$ cat src/rtl/i2s_dac_out.sv
// I2S transmitter for the two-voice synth: mixes or routes the voices, converts them to
// two's-complement and serialises 32-slot frames (left then right, MSB first, one-BCLK delay).
module i2s_dac_out #(
    parameter int unsigned BCLK_DIV = 8
) (
    input  logic        i_clk,
    input  logic        i_rst_n,
    input  logic        i_en,
    input  logic [15:0] i_osc1,
    input  logic [15:0] i_osc2,
    input  logic        i_stereo,
    input  logic        i_mute,
    output logic        o_bclk,
    output logic        o_lrclk,
    output logic        o_sdata,
    output logic        o_sample_strobe
);

    localparam int unsigned      DIV_W     = $clog2(BCLK_DIV);
    localparam logic [DIV_W-1:0] DIV_LAST  = DIV_W'(BCLK_DIV - 1);
    localparam logic [4:0]       SLOT_LAST = 5'd31;

    typedef enum logic {
        ST_IDLE,
        ST_RUN
    } state_e;

    state_e           state_q,      state_d;
    logic [DIV_W-1:0] div_q,        div_d;
    logic [4:0]       slot_q,       slot_d;
    logic [31:0]      frame_word_q, frame_word_d;
    logic             last_bit_q,   last_bit_d;
    logic             bclk_q,       bclk_d;
    logic             lrclk_q,      lrclk_d;
    logic             sdata_q,      sdata_d;
    logic             strobe_q,     strobe_d;

    logic [15:0] mono;
    logic [15:0] left_pcm;
    logic [15:0] right_pcm;

    // Offset-binary to two's-complement: midscale 0x8000 becomes zero.
    function automatic logic [15:0] to_twos(input logic [15:0] x);
        return {~x[15], x[14:0]};
    endfunction

    always_comb begin
        mono = 16'((17'(i_osc1) + 17'(i_osc2)) >> 1);
        if (i_mute) begin
            left_pcm  = '0;
            right_pcm = '0;
        end else if (i_stereo) begin
            left_pcm  = to_twos(i_osc1);
            right_pcm = to_twos(i_osc2);
        end else begin
            left_pcm  = to_twos(mono);
            right_pcm = to_twos(mono);
        end
    end

    always_comb begin
        // NOTE: every _d defaults to its _q first, so no branch below can leave one unassigned and infer a latch.
        state_d      = state_q;
        div_d        = div_q;
        slot_d       = slot_q;
        frame_word_d = frame_word_q;
        last_bit_d   = last_bit_q;
        bclk_d       = bclk_q;
        lrclk_d      = lrclk_q;
        sdata_d      = sdata_q;
        strobe_d     = 1'b0;

        case (state_q)
            ST_IDLE: begin
                if (i_en) begin
                    state_d = ST_RUN;
                    div_d   = '0;
                end
            end

            ST_RUN: begin
                if (div_q != DIV_LAST) begin
                    div_d = div_q + DIV_W'(1);
                end else begin
                    div_d = '0;
                    if (!bclk_q) begin
                        bclk_d = 1'b1;
                    end else if (slot_q != SLOT_LAST) begin
                        // Falling edge inside a frame: slot s carries frame_word[32-s].
                        bclk_d  = 1'b0;
                        slot_d  = slot_q + 5'd1;
                        lrclk_d = (slot_q >= 5'd15);
                        sdata_d = frame_word_q[5'd31 - slot_q];
                        if (slot_q == 5'd30) begin
                            last_bit_d = frame_word_q[0];
                        end
                    end else if (i_en) begin
                        // Frame start: slot 0 finishes the previous right word while the new pair is latched.
                        bclk_d       = 1'b0;
                        slot_d       = '0;
                        lrclk_d      = 1'b0;
                        sdata_d      = last_bit_q;
                        frame_word_d = {left_pcm, right_pcm};
                        strobe_d     = 1'b1;
                    end else begin
                        state_d    = ST_IDLE;
                        bclk_d     = 1'b0;
                        lrclk_d    = 1'b1;
                        sdata_d    = 1'b0;
                        slot_d     = SLOT_LAST;
                        last_bit_d = 1'b0;
                    end
                end
            end

            default: state_d = ST_IDLE;
        endcase
    end

    always_ff @(posedge i_clk or negedge i_rst_n) begin
        if (!i_rst_n) begin
            state_q      <= ST_IDLE;
            div_q        <= '0;
            slot_q       <= SLOT_LAST;
            frame_word_q <= '0;
            last_bit_q   <= 1'b0;
            bclk_q       <= 1'b0;
            lrclk_q      <= 1'b1;
            sdata_q      <= 1'b0;
            strobe_q     <= 1'b0;
        end else begin
            // NOTE: non-blocking assignments so every flop samples the pre-edge values of the others.
            state_q      <= state_d;
            div_q        <= div_d;
            slot_q       <= slot_d;
            frame_word_q <= frame_word_d;
            last_bit_q   <= last_bit_d;
            bclk_q       <= bclk_d;
            lrclk_q      <= lrclk_d;
            sdata_q      <= sdata_d;
            strobe_q     <= strobe_d;
        end
    end

    assign o_bclk          = bclk_q;
    assign o_lrclk         = lrclk_q;
    assign o_sdata         = sdata_q;
    assign o_sample_strobe = strobe_q;

endmodule

$ cat config.mk
export PLATFORM = sky130hd
export DESIGN_NAME = i2s_dac_out
export DESIGN_NICKNAME = d
export VERILOG_FILES = /design/src/rtl/i2s_dac_out.sv
export SDC_FILE = /design/constraint.sdc
export NUM_CORES = 1
export LEC_CHECK = 0
export CORE_MARGIN = 1
export CORE_UTILIZATION = 49
export DETAILED_ROUTE_END_ITERATION = 10
export GPL_TIMING_DRIVEN = 1
export MAX_ROUTING_LAYER = met4
export PLACE_DENSITY_LB_ADDON = 0.12
export SLEW_MARGIN = 20
export SYNTH_ARGS = -nofsm -noshare
export SYNTH_HDL_FRONTEND = slang
export SYNTH_SLANG_ARGS = --single-unit
export TNS_END_PERCENT = 20
$ cat constraint.sdc
create_clock -name i_clk -period 3.35 [get_ports i_clk]
set_input_delay 0.335 -clock i_clk [delete_from_list [all_inputs] [get_ports i_clk]]
set_output_delay 0.335 -clock i_clk [all_outputs]
set_load 0.05 [all_outputs]
Word-level counts from Yosys, hierarchy flattened
Index checks and enable logic that the tools add are counted.

Register bits after elaboration: 46. Input port bits: 37. Output and inout port bits: 4.

Order comparisons: 2. Multiplexer cells: 27. $add $sub $neg: 4. Bitwise gates (word level): 6. Equality and inequality tests: 5. Reduce and logical (&&, ||, !) cells: 4.

Operators with widths (number): 16-bit two-way mux (4); 16-bit by 16-bit adder with 17-bit output (1); 1-bit two-way mux (16); 5-bit two-way mux (2); 5-bit by 6-bit < comparator with 1-bit output (second input constant) (1); 3-bit two-way mux (2); 1-bit inverter (6); 3-bit one-hot mux with 2 select lines (1); 5-bit by 1-bit adder with 5-bit output (second input constant) (1); 1-bit binary-select mux with 5-bit select (1); 5-bit equality test (second input constant) (1); 5-bit by 4-bit >= comparator with 1-bit output (second input constant) (1); 5-bit != test (second input constant) (1); 5-bit AND reduction (1); 5-bit subtractor (first input constant) (1); 4-bit AND reduction (1); 3-bit by 1-bit adder with 3-bit output (second input constant) (1); 3-bit != test (second input constant) (1); 3-bit AND reduction (1); 2-bit by 1-bit != test with 1-bit output (second input constant) (1); 2-bit != test (second input constant) (1); 1-bit one-hot mux with 2 select lines (1); 2-bit AND reduction (1).

Depth between registers and ports, before layout
Word-level depth: 5. Gate-level depth with buffers: 9.

Least setup slack after synthesis
OpenSTA, ideal clock, no wires.

Kind: input to register. Start: input i_osc1[1]. End: register frame_word_q[29]. Library setup time: 126 ps. Data arrival time: 2071 ps. Slack: 1153 ps. Buffers on the path: 0. Data required time: 3224 ps. Cell stages on the path: 8. Cells stage by stage: inv_1 fa_1 nand2b_1 a21oi_2 a41oi_1 o41ai_1 mux2i_1 nand2_1.

Cells in the longest elaborated chain, start to end: 3.

RTL lines: start: declaration (line 9) `input logic [15:0] i_osc1,`; 16-bit by 16-bit adder with 17-bit output (line 48) `mono = 16'((17'(i_osc1) + 17'(i_osc2)) >> 1);`; 16-bit two-way mux (line 52) `end else if (i_stereo) begin`; 16-bit two-way mux (line 49) `if (i_mute) begin`; end signal: assignment (line 136) `frame_word_q <= frame_word_d;`; end: declaration (line 31) `logic [31:0] frame_word_q, frame_word_d;`.

Every way passes these cells. A chain may end at the register's enable or synchronous reset.

Final worst setup path
Same ends and word-level chain as after synthesis.

==> run summary <==
The flow ran to the end, and the final reports show no timing, DRC or antenna violations. The maximum root-to-sink buffer count came out at 2. The cell-internal power was 1.42 mW; the post-route non-filler standard cell count was 474. The number of hold buffers added after CTS was 0. For the pin with the worst max-slew slack, the measured transition is 0.745 ns. The tools report the placeable core region as 0.00642 mm^2.

CTS built an H-tree with a depth of 2. The logs give 0.00559 ns for the setup clock skew after layout and 0.00370 mm^2 for the cell area after placement. Setup violations remaining at the end of the flow were counted as 0. Global routing used 24.7% of the available tracks. Per report_power, the combinational group accounts for 38.6% of the total.

Entering global routing, the biggest net connects 47 pins. The clock transition at the register clock pins on the worst setup and hold paths after CTS was 0.09 ns; the cell count after placement was 466. The count of input and output buffers came out at 40.

In this run, post-CTS repair resized a total of 0 instances. The signal on the critical path passes through clkdlybuf4s50_1 > inv_1 > fa_1 > nand2b_1 > a21oi_2 > a41oi_1 > o41ai_1 > mux2i_1 > nand2_1. The biggest area contributor in the post-synthesis netlist is sky130_fd_sc_hd__dfrtp_1.

The delay of the slowest cell on the worst path came out at 0.61 ns. The portion of total power attributed to the clock network was 18.8%; the total wire length was 7910 um. For the net count of the mapped netlist, the log shows 427. The tightest min-delay check is of the primary input to asynchronous set/reset pin type. Dividing the synthesized area by the synthesized cell count gives 8.97 um^2.

The logs give 0.864 mW for the net switching power figure and 0 for the number of buffers added for setup after CTS. The clock root buffer master is sky130_fd_sc_hd__clkbuf_8. In the final layout, the share of cells above drive strength 1 is 8.82%.

The type of the worst setup path was primary input to flip-flop. For the initial antenna violation count, the log shows 0. The count of endpoints failing hold in the final timing report is 0, and the power per cell area is 597 mW/mm^2. In this run the biggest area consumer among cell types represents 30.3% of the synthesized area. The number of flops mapped to enable cells by yosys came out at 0. Among all flip-flop cells after synthesis, the most frequent one is sky130_fd_sc_hd__dfrtp_1. STA puts the critical path data required time at 3.55 ns. The run gives 0.829 as the final weighted congestion in routability-driven placement.

TritonCTS built the clock tree. The post-synthesis to final-layout area growth came out at 15.4%. In this run the tightest slew margin relative to its limit is 49.9%. The worst-case IR drop observed on VDD is 228 uV. The wire-length estimate of the detail-placed layout is 5890 um.

The routed design could run at a clock period as short as 2.77 ns. The number of nets in the layout is 454, and the total overflow reported by the global router is 0. Net switching is 37.9% of the power.

The core occupancy in the finished layout was 59.5%. Setup repair after global routing left no endpoint under its margin. Of the total power, registers draw 42.6%. The number of buffers and inverters on the critical path is 2.

STA classifies the critical path endpoint as a flip-flop. The finished cells cover 0.00382 mm^2. The number of max-slew violations in the final report is 0, and the boundary pin count is 41. The wire length of the first global-routing pass is 13,400 um.

The count of synthesis-stage warnings from yosys was 0. After synthesis, the cell types taking the most area are sky130_fd_sc_hd__dfrtp_1 (30%), sky130_fd_sc_hd__ha_1 (7.6%), sky130_fd_sc_hd__nand2_1 (5.9%), sky130_fd_sc_hd__dfstp_2 (4.8%), sky130_fd_sc_hd__o21ai_0 (4.1%). The run gives 584 as the number of fillers in the final layout.

For the final routed database, the setup TNS stands at 0 ns. For this configuration, the core starts out at a cell density of 51.5%. At the worst endpoint, the arrival time is 2.97 ns. The share of the Yosys chip area taken by registers is 35.0%.

The synthesis-stage register bit count was 46. For this design the static power due to leakage is 1.69 nW. The startpoint class of the critical path was a primary input. Clock sink count: 46. The die covers 0.00708 mm^2. Yosys mapped the design onto 59 distinct sky130hd cell types. The run gives 0.00198 mm^2 as the total area of multi-input combinational cells.

The number of DRC violations after detailed-routing iteration 0 was 137. The first detailed-routing pass took 4 iterations. The run gives 0 as the remaining design rule violation count. The clock latency at the later pin of the worst-skew pair was 0.31 ns; the mean routed wirelength per cell was 16.7 um.

The remaining antenna violation count after routing was 0; the number of global-route vias before repair was 2,706. Horizontal die dimension: 84.2 um. Leaving out fill and tap cells, the most frequent cell in the layout is sky130_fd_sc_hd__nand2_1. The initialized floorplan defines 29 standard-cell rows. Of all nets on the critical path, the largest fanout is 4. The via-per-instance ratio works out to 6.02. Static timing analysis puts the maximum clock frequency at 0.361 GHz.

The share of flip-flops with an asynchronous set or reset was 100%. On the critical path, the stage with the largest delay is an instance of sky130_fd_sc_hd__o41ai_1. Gate count of the mapped netlist: 369. From bottom edge to top edge, the die measures 84.2 um. Across the whole layout, storage elements account for 0.00116 mm^2. Detailed routing inserted a total of 2,855 vias.

The run gives 0 as the max-capacitance violation count. The top cell types in the final layout, fill and taps aside, are sky130_fd_sc_hd__nand2_1 (52), sky130_fd_sc_hd__dfrtp_1 (40), sky130_fd_sc_hd__clkdlybuf4s50_1 (39). After synthesis the cells add up to 0.00331 mm^2. Among cell families on the critical path, the largest total delay comes from compound AO/OA/AOI/OAI gates. The share of the cycle needed by the critical path after routing was 82.7%; the number of buffers created by CTS was 5. The number of antenna cells inserted was 0.
-- per-stage QoR --
| stage | power, mW | worst slack [ns] | hold slack (ns) |
|---|---|---|---|
| floorplan | 1.61 | 1.15 | 0.0394 |
| global placement | 1.83 | 0.277 | 0.464 |
| detailed placement | 1.85 | 0.278 | 0.468 |
| CTS | 2.29 | 0.569 | 0.240 |
| global route | 2.44 | 0.460 | 0.0611 |
| finish | 2.28 | 0.581 | 0.0273 |
-- worst reg2reg max path: stages (launching register included) --
cell,delay (ns)
sky130_fd_sc_hd__dfstp_2,0.67
sky130_fd_sc_hd__ha_1,0.31
sky130_fd_sc_hd__and3_1,0.29
sky130_fd_sc_hd__nand4_4,0.22
sky130_fd_sc_hd__nor3_4,0.60
sky130_fd_sc_hd__a221oi_1,0.20
sky130_fd_sc_hd__nand2_1,0.11
-- cells in the mapped netlist, drive strengths merged (2+ instances only) --
master   n
a22o     5
a21oi   25
a21boi   3
xnor2    5
a31oi    2
mux4     6
a221oi   8
inv     13
o211ai   5
ha      20
a211oi   3
a22oi    9
dfrtp   40
o21ai   31
a21o     5
nand2b   9
clkbuf  12
mux2i    7
nand4   11
nor3b    3
nand3    9
nor4     2
nor2    23
o41ai    2
or3      2
mux2     2
and4     2
and2     3
nand2   52
and3     5
nor3     9
dfstp    6
nor2b    2
xor2     3
buf     11
-- logic make-up after synthesis --
family                     Yosys count  share of synthesized area, %
and+or+nand+nor                    134                          21.0
AOI/OAI and AO/OA                  109                          21.8
DFF                                 46                          35.0
buffers and inverters               36                          5.07
adders and majority gates           21                          8.17
muxes                               15                          6.88
xor gates and xnor gates             8                          2.12
-- layout make-up --
class	instances	area share, %
Tap cell	77	2.52
Multi-Input combinational cell	287	51.9
Timing Repair Buffer	43	11.0
Sequential cell	46	30.3
Inverter	13	1.28
Clock buffer	5	1.80
Clock inverter	3	1.15
-- power groups by stage --
stage | Sequential, mW | Combinational (mW) | Clock, mW
CTS | 0.969 | 0.883 | 0.438
floorplan | 0.915 | 0.694 | 0
finish | 0.972 | 0.880 | 0.428
global route | 0.995 | 0.988 | 0.458
global placement | 0.971 | 0.860 | 0
detailed placement | 0.980 | 0.875 | 0
-- state kept, by name (all words and copies together) (netlist names) --
name and count:
o_sdata 1, slot_q 5, o_bclk 1, o_lrclk 1
frame_word_q 32, div_q 3, last_bit_q 1, state_q 1
o_sample_strobe 1
-- layer usage --
layer | GRT usage [%] | routed length, um
met5 | - | 0
met4 | 7.37 | 128
met3 | 3.05 | 348
met2 | 36.4 | 3530
met1 | 35.6 | 3910
-- path summary, 6_finish.rpt --
path	from	endpoint	slack (ns)	depth (start not counted)
hold reg to reg	o_lrclk	o_lrclk	0.48	2
min in group i_clk	o_lrclk	o_lrclk	0.48	2
max in group asynchronous	i_rst_n	slot_q[3]	2.94	1
setup reg to reg	slot_q[1]	frame_word_q[15]	0.89	6
hold / removal	i_rst_n	state_q	0.03	1
setup / recovery	i_osc1[1]	frame_word_q[29]	0.58	9
(Power assumes the default switching activity.)
